**src/rtl/hxmpp_pkg.sv**
```systemverilog
`default_nettype none
// ============================================================================
// Module   : hxmpp_pkg
// Purpose  : Shared constants and types for the hit-info queue slice.
// Revision : 1.0 - initial release
// ============================================================================
package hxmpp_pkg;

  localparam int HITINFOBITS        = 32;
  localparam int DEFAULT_DEPTH      = 16;
  localparam int DEFAULT_NLANES     = 4;
  localparam int DEFAULT_ALMOSTFULL = 12;
  localparam int DEFAULT_ERRCNTBITS = 16;

  typedef logic [HITINFOBITS-1:0] hit_info_t;

endpackage
`default_nettype wire

```
**src/rtl/lane_compactor.sv**
```systemverilog
`default_nettype none
// ============================================================================
// Module   : lane_compactor
// Purpose  : Prefix-counts the asserted push lanes in ascending order. It
//            assigns each lane its slot offset, accepts a lane only while its
//            rank is below the free space, and reports the accepted and
//            rejected totals.
// Revision : 1.0 - initial release
// ============================================================================
module lane_compactor
  import hxmpp_pkg::*;
#(
  parameter int  NLANES = DEFAULT_NLANES,
  parameter int  SPACEW = 5,
  localparam int NW     = $clog2(NLANES + 1)
) (
  input  logic [NLANES-1:0]    push,
  input  logic [SPACEW-1:0]    space,
  output logic [NLANES*NW-1:0] offset,
  output logic [NLANES-1:0]    accept,
  output logic [NW-1:0]        nAccepted,
  output logic [NW-1:0]        nRejected
);

  // rank of each asserted lane among the asserted lanes; a lane is accepted while rank < space
  always_comb begin
    logic [NW-1:0] rank;
    rank      = '0;
    offset    = '0;
    accept    = '0;
    nAccepted = '0;
    nRejected = '0;
    for (int i = 0; i < NLANES; i++) begin
      if (push[i]) begin
        offset[i*NW +: NW] = rank;
        if (32'(rank) < 32'(space)) begin
          accept[i] = 1'b1;
          nAccepted = nAccepted + NW'(1);
        end else begin
          nRejected = nRejected + NW'(1);
        end
        rank = rank + NW'(1);
      end
    end
  end

endmodule
`default_nettype wire

```
**src/rtl/hit_info_queue_mc.sv**
```systemverilog
`default_nettype none
// ============================================================================
// Module   : hit_info_queue_mc
// Purpose  : Multi-lane circular hit-info queue with show-ahead head, per-event
//            flush, occupancy flags and saturating drop/underflow counters.
// Revision : 1.0 - initial release
// ============================================================================
module hit_info_queue_mc #(
  parameter int  HITINFOBITS = hxmpp_pkg::HITINFOBITS,
  parameter int  DEPTH       = hxmpp_pkg::DEFAULT_DEPTH,
  parameter int  NLANES      = hxmpp_pkg::DEFAULT_NLANES,
  parameter int  ALMOSTFULL  = hxmpp_pkg::DEFAULT_ALMOSTFULL,
  parameter int  ERRCNTBITS  = hxmpp_pkg::DEFAULT_ERRCNTBITS,
  localparam int CW          = $clog2(DEPTH + 1),
  localparam int NW          = $clog2(NLANES + 1)
) (
  input  logic                          clk,
  input  logic                          reset,
  input  logic                          flush,
  input  logic [NLANES-1:0]             push,
  input  logic [NLANES*HITINFOBITS-1:0] pushHitInfo,
  input  logic                          pop,
  output logic [HITINFOBITS-1:0]        headHitInfo,
  output logic                          headValid,
  output logic [CW-1:0]                 count,
  output logic                          full,
  output logic                          almost_full,
  output logic [ERRCNTBITS-1:0]         dropCount,
  output logic [ERRCNTBITS-1:0]         underflowCount
);

  localparam int            PW           = $clog2(DEPTH);
  localparam int unsigned   C_DEPTH_U    = DEPTH;
  localparam logic [CW-1:0] C_DEPTH      = CW'(DEPTH);
  localparam logic [CW-1:0] C_ALMOSTFULL = CW'(ALMOSTFULL);

  logic [HITINFOBITS-1:0] r_mem [DEPTH];
  logic [PW-1:0]          r_rdPtr;
  logic [PW-1:0]          r_wrPtr;
  logic [CW-1:0]          r_count;
  logic [ERRCNTBITS-1:0]  r_dropCount;
  logic [ERRCNTBITS-1:0]  r_underflowCount;

  logic                   w_empty;
  logic                   w_popEff;
  logic                   w_underflow;
  logic [CW-1:0]          w_space;
  logic [PW-1:0]          w_wrBase;
  logic [CW-1:0]          w_countBase;
  logic [NLANES*NW-1:0]   w_offset;
  logic [NLANES-1:0]      w_accept;
  logic [NW-1:0]          w_nAccepted;
  logic [NW-1:0]          w_nRejected;
  logic [PW-1:0]          w_wrAddr [NLANES];
  logic [ERRCNTBITS:0]    w_dropSum;

  // Pointer advance modulo DEPTH by compare-and-subtract; callers keep base+inc below 2*DEPTH.
  function automatic logic [PW-1:0] wrapAdd(input logic [PW-1:0] base, input int unsigned inc);
    int unsigned sum;
    sum = 32'(base) + inc;
    if (sum >= C_DEPTH_U) sum = sum - C_DEPTH_U;
    return PW'(sum);
  endfunction

  // Flush restarts the event from slot 0 with the whole buffer free and ignores any pop.
  assign w_empty     = (r_count == '0);
  assign w_popEff    = pop & ~flush & ~w_empty;
  assign w_underflow = pop & ~flush & w_empty;
  assign w_space     = flush ? C_DEPTH : (C_DEPTH - r_count + CW'(w_popEff));
  assign w_wrBase    = flush ? '0 : r_wrPtr;
  assign w_countBase = flush ? '0 : r_count;
  assign w_dropSum   = {1'b0, r_dropCount} + (ERRCNTBITS + 1)'(w_nRejected);

  lane_compactor #(
    .NLANES (NLANES),
    .SPACEW (CW)
  ) u_lane_compactor (
    .push      (push),
    .space     (w_space),
    .offset    (w_offset),
    .accept    (w_accept),
    .nAccepted (w_nAccepted),
    .nRejected (w_nRejected)
  );

  for (genvar i = 0; i < NLANES; i++) begin : g_lane
    assign w_wrAddr[i] = wrapAdd(w_wrBase, 32'(w_offset[i*NW +: NW]));
  end

  // Accepted lanes land in distinct consecutive slots; storage is never cleared.
  always_ff @(posedge clk) begin
    if (!reset) begin
      for (int i = 0; i < NLANES; i++) begin
        if (w_accept[i]) r_mem[w_wrAddr[i]] <= pushHitInfo[i*HITINFOBITS +: HITINFOBITS];
      end
    end
  end

  // Pointers, occupancy and saturating error counters.
  always_ff @(posedge clk) begin
    if (reset) begin
      r_rdPtr          <= '0;
      r_wrPtr          <= '0;
      r_count          <= '0;
      r_dropCount      <= '0;
      r_underflowCount <= '0;
    end else begin
      r_wrPtr     <= wrapAdd(w_wrBase, 32'(w_nAccepted));
      r_rdPtr     <= flush ? '0 : wrapAdd(r_rdPtr, 32'(w_popEff));
      r_count     <= w_countBase + CW'(w_nAccepted) - CW'(w_popEff);
      r_dropCount <= w_dropSum[ERRCNTBITS] ? '1 : w_dropSum[ERRCNTBITS-1:0];
      if (w_underflow && (r_underflowCount != '1)) begin
        r_underflowCount <= r_underflowCount + ERRCNTBITS'(1);
      end
    end
  end

  assign headHitInfo    = r_mem[r_rdPtr];
  assign headValid      = ~w_empty;
  assign count          = r_count;
  assign full           = (r_count == C_DEPTH);
  assign almost_full    = (r_count >= C_ALMOSTFULL);
  assign dropCount      = r_dropCount;
  assign underflowCount = r_underflowCount;

endmodule
`default_nettype wire

```
**config.mk**
```make
export PLATFORM = sky130hd
export DESIGN_NAME = hit_info_queue_mc
export DESIGN_NICKNAME = d
export VERILOG_FILES = /design/src/rtl/hxmpp_pkg.sv /design/src/rtl/lane_compactor.sv /design/src/rtl/hit_info_queue_mc.sv
export SDC_FILE = /design/constraint.sdc
export NUM_CORES = 2
export LEC_CHECK = 0
export CAP_MARGIN = 20
export CELL_PAD_IN_SITES_DETAIL_PLACEMENT = 0
export CELL_PAD_IN_SITES_GLOBAL_PLACEMENT = 2
export CORE_AREA = 2 2 306 308
export CTS_CLUSTER_DIAMETER = 100
export DETAILED_ROUTE_END_ITERATION = 6
export DIE_AREA = 0 0 308 310
export GPL_ROUTABILITY_DRIVEN = 0
export HOLD_SLACK_MARGIN = 0.12
export PLACE_DENSITY = 0.91
export SLEW_MARGIN = 30
export SYNTH_ARGS = -nofsm -noshare
export SYNTH_HDL_FRONTEND = slang
export SYNTH_SLANG_ARGS = --single-unit
```
**constraint.sdc**
```tcl
create_clock -name clk -period 10 [get_ports clk]
set_clock_uncertainty 0.05 [all_clocks]
set_input_delay 1.5 -clock clk [delete_from_list [all_inputs] [get_ports clk]]
set_output_delay 1.5 -clock clk [all_outputs]
set_load 0.02 [all_outputs]
```
======== After elaboration in Yosys (flattened, before gate mapping) ========
Memory sizes are Yosys's and may differ from the RTL's. A register that Yosys moved wholly into a read port is not among the register bits.
Index checks and enable logic that the tools add are counted.
cells by class
  reduce and logical (&&, ||, !) cells .... 3
  magnitude comparators ................... 11
  bitwise gates (word level) .............. 5
  equality and inequality tests ........... 2
  mux-type cells .......................... 53
  $add $sub $neg .......................... 25
operators by type and width
  cell                                                               number
  two-way mux 3 bit                                                  18
  two-way mux 4 bit                                                  8
  greater-or-equal comparator 5 bit, second input constant           5
  two-way mux 1 bit                                                  24
  subtractor 4 x 1 -> 4 bit, second input constant                   6
  adder 3 x 1 -> 3 bit, second input constant                        7
  adder 16 x 3 -> 17 bit                                             1
  adder 16 x 1 -> 16 bit, second input constant                      1
  two-way mux 16 bit                                                 1
  inequality test 16 bit, second input constant                      1
  adder 4 x 3 -> 5 bit                                               3
  adder 4 x 1 -> 5 bit                                               2
  less-than comparator 3 x 5 -> 1 bit                                2
  two-way mux 5 bit                                                  2
  adder 5 x 1 -> 5 bit                                               1
  adder 5 x 3 -> 5 bit                                               1
  equality test 5 bit, second input constant                         1
  greater-or-equal comparator 4 x 5 -> 1 bit, second input constant  1
  greater-or-equal comparator 5 x 4 -> 1 bit, second input constant  1
  zero test 5 bit                                                    1
  less-than comparator 1 x 5 -> 1 bit                                1
  less-than comparator 1 x 5 -> 1 bit, first input constant          1
  subtractor 5 x 1 -> 5 bit                                          1
  subtractor 5 bit, first input constant                             1
  5 further kinds                                                    8
storage, ports and cells
  memories kept ........................... 1
  register bits after elaboration ......... 45
  RAM bits ................................ 512
  input bits .............................. 136
memories
  name   depth  bits a word  rd ports  clocked after Yosys merged registers in  write ports  RTL line                 text
  r_mem  16     32           1         1                                        4            hit_info_queue_mc.sv:37  logic [HITINFOBITS-1:0] r_mem [DEPTH];

======== Longest topological paths before layout ========
  depth after elaboration ................. 20
  mapped depth ............................ 27
  depth with buffers taken out ............ 25

======== By module ========
A second synthesis with hierarchy kept.
second synthesis, totals
  cell total of the unflattened synthesis .. 4,273
  area total of the unflattened synthesis .. 41,026.8 um2
by module, submodules not included
  module             cells an instance  area an instance (um2)  instances
  hit_info_queue_mc  4,197              40,447.5                1
  lane_compactor     76                 579.3                   1

======== Worst setup path before layout ========
OpenSTA, ideal clock, no wires.
  kind .................................... input -> register
  start point ............................. in flush
  end point ............................... mem r_mem[8][0] (enable)
  data arrival time ....................... 7.854 ns
  data required time ...................... 9.417 ns
  stages .................................. 13
  setup time .............................. 0.533 ns
  path slack .............................. 1.562 ns
  path through ............................ buf_2 > buf_1 > nor2b_1 > nand2_1 > ha_1 > inv_1 > ha_1 > nor3b_2 > mux2i_1 > nor4_1 > or3_1 > or3_1 > o311ai_0
RTL lines
  item         RTL line                 text
  from (decl)  hit_info_queue_mc.sv:19  input logic flush,
  to (decl)    hit_info_queue_mc.sv:37

======== Final worst setup path ========
  start point ............................. in flush
  end point ............................... reg r_dropCount[15] (netlist: dropCount[15])
on the way
  longest elaborated chain between the ends .. 19
ends and longest elaborated chain
  item                                 RTL line                  text
  NOT 1 bit                            hit_info_queue_mc.sv:67   assign w_popEff = pop & ~flush & ~w_empty;
  bitwise AND 1 bit (2 in a row)       hit_info_queue_mc.sv:67
  adder 5 x 1 -> 5 bit                 hit_info_queue_mc.sv:69   assign w_space = flush ? C_DEPTH : (C_DEPTH - r_count + CW'(w_popEff));
  two-way mux 5 bit *                  hit_info_queue_mc.sv:69
  less-than comparator 1 x 5 -> 1 bit  lane_compactor.sv:36      if (32'(rank) < 32'(space)) begin
  two-way mux 1 bit                    lane_compactor.sv:36
  two-way mux 3 bit                    lane_compactor.sv:34      if (push[i]) begin
  adder 3 x 1 -> 3 bit                 lane_compactor.sv:40      nRejected = nRejected + NW'(1);
  (+2 left out)                        n/a
  adder 3 x 1 -> 3 bit                 lane_compactor.sv:40
  two-way mux 3 bit                    lane_compactor.sv:36
  two-way mux 3 bit                    lane_compactor.sv:34
  adder 3 x 1 -> 3 bit                 lane_compactor.sv:40
  two-way mux 3 bit                    lane_compactor.sv:36
  two-way mux 3 bit *                  lane_compactor.sv:34
  adder 16 x 3 -> 17 bit *             hit_info_queue_mc.sv:72   assign w_dropSum = {1'b0, r_dropCount} + (ERRCNTBITS + 1)'(w_nRejected);
  two-way mux 16 bit *                 hit_info_queue_mc.sv:111  r_dropCount <= w_dropSum[ERRCNTBITS] ? '1 : w_dropSum[ERRCNTBITS-1:0];
  to (signal assigned)                 hit_info_queue_mc.sv:111
  to (decl)                            hit_info_queue_mc.sv:41   logic [ERRCNTBITS-1:0] r_dropCount;
Mark *: on every way between the ends. The rest lies on a longest branch, timed or not.
A chain may end at the register's enable or synchronous reset.

==> results.py <==
metrics = {
    "finish": {
        "nNetsFinal": 3670,
        "final_cell_mix": "512 x edfxtp_1, 406 x mux2i_1, 309 x nor2_1, 262 x nor3_1, 252 x a211oi_1",
        "area_growth_pct": 13.05,
        "drive_gt1_share_pct": 13.04,
        "final_common_cell": "edfxtp_1",
        "fillers": 8463,
    },
    "synthesis": {
        "synth_top_area_share_pct": 41.00,
        "avgSynthCellArea_um2": 10.39,
        "synth_edf_count": 512,
        "synth_top_flop_cell": "edfxtp_1",
        "syn_inst": 3610,
        "synth_seq_cells": 557,
        "ys_seq_area_share_pct": 43.40,
        "yosys.area.top_type": "edfxtp_1",
        "syn_nets": 3787,
        "synth_area_leaders": "edfxtp_1 41%, mux2i_1 11%, mux4_2 9.6%",
        "synth_area_mm2": 0.03750,
        "synthDistinctLibCells": 67,
        "yosys_warnings": 0,
        "ys_async_sr_fraction_pct": 0,
    },
    "place": {
        "dpl.hpwl_um": 91350,
        "pre_cts_ws_ns": 2.153,
        "port_buffers": 207,
    },
    "global_route": {
        "grt_pass1_vias": 33012,
        "grt_pass1_wl_um": 234400,
        "grt.total_usage_pct": 33.65,
        "antenna_found_initial": 3,
        "grt-ovfl-total": 0,
        "grt_max_degree": 59,
    },
    "detailed_routing": {
        "drcViolationCount": 1,
        "drtIter0Drc": 5590,
        "wl_um": 164100,
        "vias": 33808,
        "avgRoutedWirePerCell_um": 34.61,
        "ant_nets": 0,
        "vias_per_cell": 7.129,
        "drtPass1Iterations": 7,
    },
    "power_and_ir_drop": {
        "pwr-share-seq_pct": 39.6,
        "combPwrFrac_pct": 28.5,
        "power.density_mw_per_mm2": 173.0,
        "power_mw": 7.334,
        "peakVddDrop_uv": 127.1,
        "p_switching_mw": 2.456,
        "switching_share_pct": 33.49,
        "clkPwrFrac_pct": 32.0,
        "cellLeakagePower_nw": 14.18,
        "p_int_mw": 4.878,
    },
    "cts": {
        "htreeDepth": 3,
        "insertion_delay_ns": 0.63,
        "cts_num_sinks": 557,
        "cts_tree": "built",
        "clock_path_buffers": 3,
        "numCtsBuffers": 67,
        "postCtsSetupBuffers": 0,
        "post_cts_resized": 0,
        "cts_hold_buf": 0,
        "clockRootBuffer": "clkbuf_16",
        "clk_pin_slew_ns": 0.05,
    },
    "critical_path": {
        "r2r_end": "dropCount[15]$_SDFF_PP0_",
        "cp.arrival_ns": 7.71,
        "critPathCapture": "dropCount[15]$_SDFF_PP0_",
        "r2r_cells": 25,
        "crit_start": "flush",
        "cp_max_fo": 30,
        "critPathCaptureType": "flop",
        "start_kind": "primary input",
        "path_class": "primary input to flop",
        "worst_ep_required_time_ns": 10.51,
        "cp_slowest_cell": "nand4_1",
        "r2r_slack_ns": 3.56,
        "critPathMaxStageDelay_ns": 0.56,
        "cpMostUsedCell": "ha_1",
        "reg2reg_from": "count[2]$_SDFF_PP0_",
    },
    "sta": {
        "fin_crit_sh_pct": 72.06,
        "final-setup-viol-count": 0,
        "layout_setup_ws_ns": 2.794,
        "max_freq_mhz": 138.8,
        "period_minus_slack_ns": 7.206,
        "hold_viol": 0,
        "drv_slew": 0,
        "worst_pin_slew_ns": 1.068,
        "rsz0062_at_grt": "false",
        "slew_headroom_pct": 28.83,
        "tns_ns": 0,
    },
    "floorplanning": {
        "rows": 112,
        "start_util_pct": 40.55,
        "die_h_um": 310,
        "die_area_mm2": 0.09548,
        "core_area_mm2": 0.09249,
        "ios": 208,
        "dieWidth_um": 308,
    },
    "outcome": {
        "outcome": "finished, violations left",
        "violations": "DRC",
    },
    "run": {
        "maxCapViolCount": 0,
    },
    "hold_path": {
        "worstHoldPathType": "flop to flop",
    },
}
-- per-layer routing --
metal | share of wire [%] | wire length, um | global-route usage (%)
met1 | 36 | 58760 | 42.47
met2 | 44 | 71580 | 50.72
met3 | 14 | 22440 | 10.29
met4 | 6.9 | 11290 | 20.50
met5 | 0.015 | 25 | 0
-- through the flow --
step                      instance area (um2)  utilization [%]  hold slack, ns  std cells
after floorplan                         37500                -          0.5194       3610
after global placement                  40220            43.48          0.4679       4614
after detailed placement                40360            43.64          0.4729       4620
after CTS                               42360            45.80          0.4939       4740
after global routing                    42390            45.84          0.5280       4741
final                                   42400            45.84          0.4868       4742
-- how the worst min path moves through the flow --
| stage | start | end | slack [ns] | cells past startpoint |
|---|---|---|---|---|
| 5_1_grt | underflowCount[14]$_SDFFE_PP0P_ | underflowCount[14]$_SDFFE_PP0P_ | 0.53 | 2 |
| 3_5_place_dp | underflowCount[5]$_SDFFE_PP0P_ | underflowCount[5]$_SDFFE_PP0P_ | 0.47 | 2 |
| 6_report | underflowCount[8]$_SDFFE_PP0P_ | underflowCount[8]$_SDFFE_PP0P_ | 0.49 | 2 |
| 4_1_cts | underflowCount[8]$_SDFFE_PP0P_ | underflowCount[8]$_SDFFE_PP0P_ | 0.49 | 2 |
| 3_3_place_gp | underflowCount[14]$_SDFFE_PP0P_ | underflowCount[14]$_SDFFE_PP0P_ | 0.47 | 2 |
| 2_1_floorplan | r_rdPtr[0]$_SDFF_PP0_ | r_rdPtr[0]$_SDFF_PP0_ | 0.52 | 2 |
-- power by group through the flow --
stage               clock [mW]  combinational [mW]  sequential, mW
floorplan                    0                1.26            2.92
global placement             0                1.99            2.94
detailed placement           0                2.03            2.95
CTS                       2.35                2.04            2.90
global route              2.43                2.18            2.91
finish                    2.34                2.09            2.90
-- cell families (layout without fill, tap and decap cells) --
| kind of cell | count (synthesis) | in the layout | share of synthesized area [%] |
|---|---|---|---|
| flops | 557 | 557 | 43.40 |
| fa+ha+maj | 41 | 41 | 1.468 |
| compound gates | 868 | 868 | 14.85 |
| other cells | 0 | 1 | 0 |
| mux | 571 | 571 | 20.60 |
| xor+xnor | 49 | 49 | 1.164 |
| simple gates | 1004 | 1004 | 12.74 |
| buf+inv | 520 | 454 | 5.789 |
-- Yosys cell counts, drive strengths merged (36+ instances only) --
cell,number
mux4,160
a21oi,190
o22ai,247
nand2,154
mux2i,406
dfxtp,45
a211oi,252
edfxtp,512
clkbuf,272
ha,36
nor3,269
nand3,144
a31oi,97
nor2,319
buf,224
-- critical path, delay by kind of cell --
kind	cells	cell delay [ns]
AOI/OAI and AO/OA	2	0.24
adders and majority gates	6	1.59
buffers and inverters	4	0.74
muxes	4	1.25
and+or+nand+nor	10	2.37
-- sequential cells by signal, summed over array words and instances (netlist names) --
signal          flops
count               5
r_mem             512
r_wrPtr             4
underflowCount     16
dropCount          16
r_rdPtr             4
-- final cells by class --
class / count / area (um2) / share of cell area [%]
diodes: 1 / 2.502 / 0.005902
flip-flops and latches: 557 / 16290 / 38.42
clock inverters: 26 / 157.7 / 0.3719
well taps: 1197 / 1498 / 3.533
multi-input cells: 2533 / 19640 / 46.32
repair buffers: 310 / 2882 / 6.797
inverters: 24 / 90.09 / 0.2125
clock buffers: 94 / 1842 / 4.344
No activity file was read; power rests on OpenSTA's default activity.
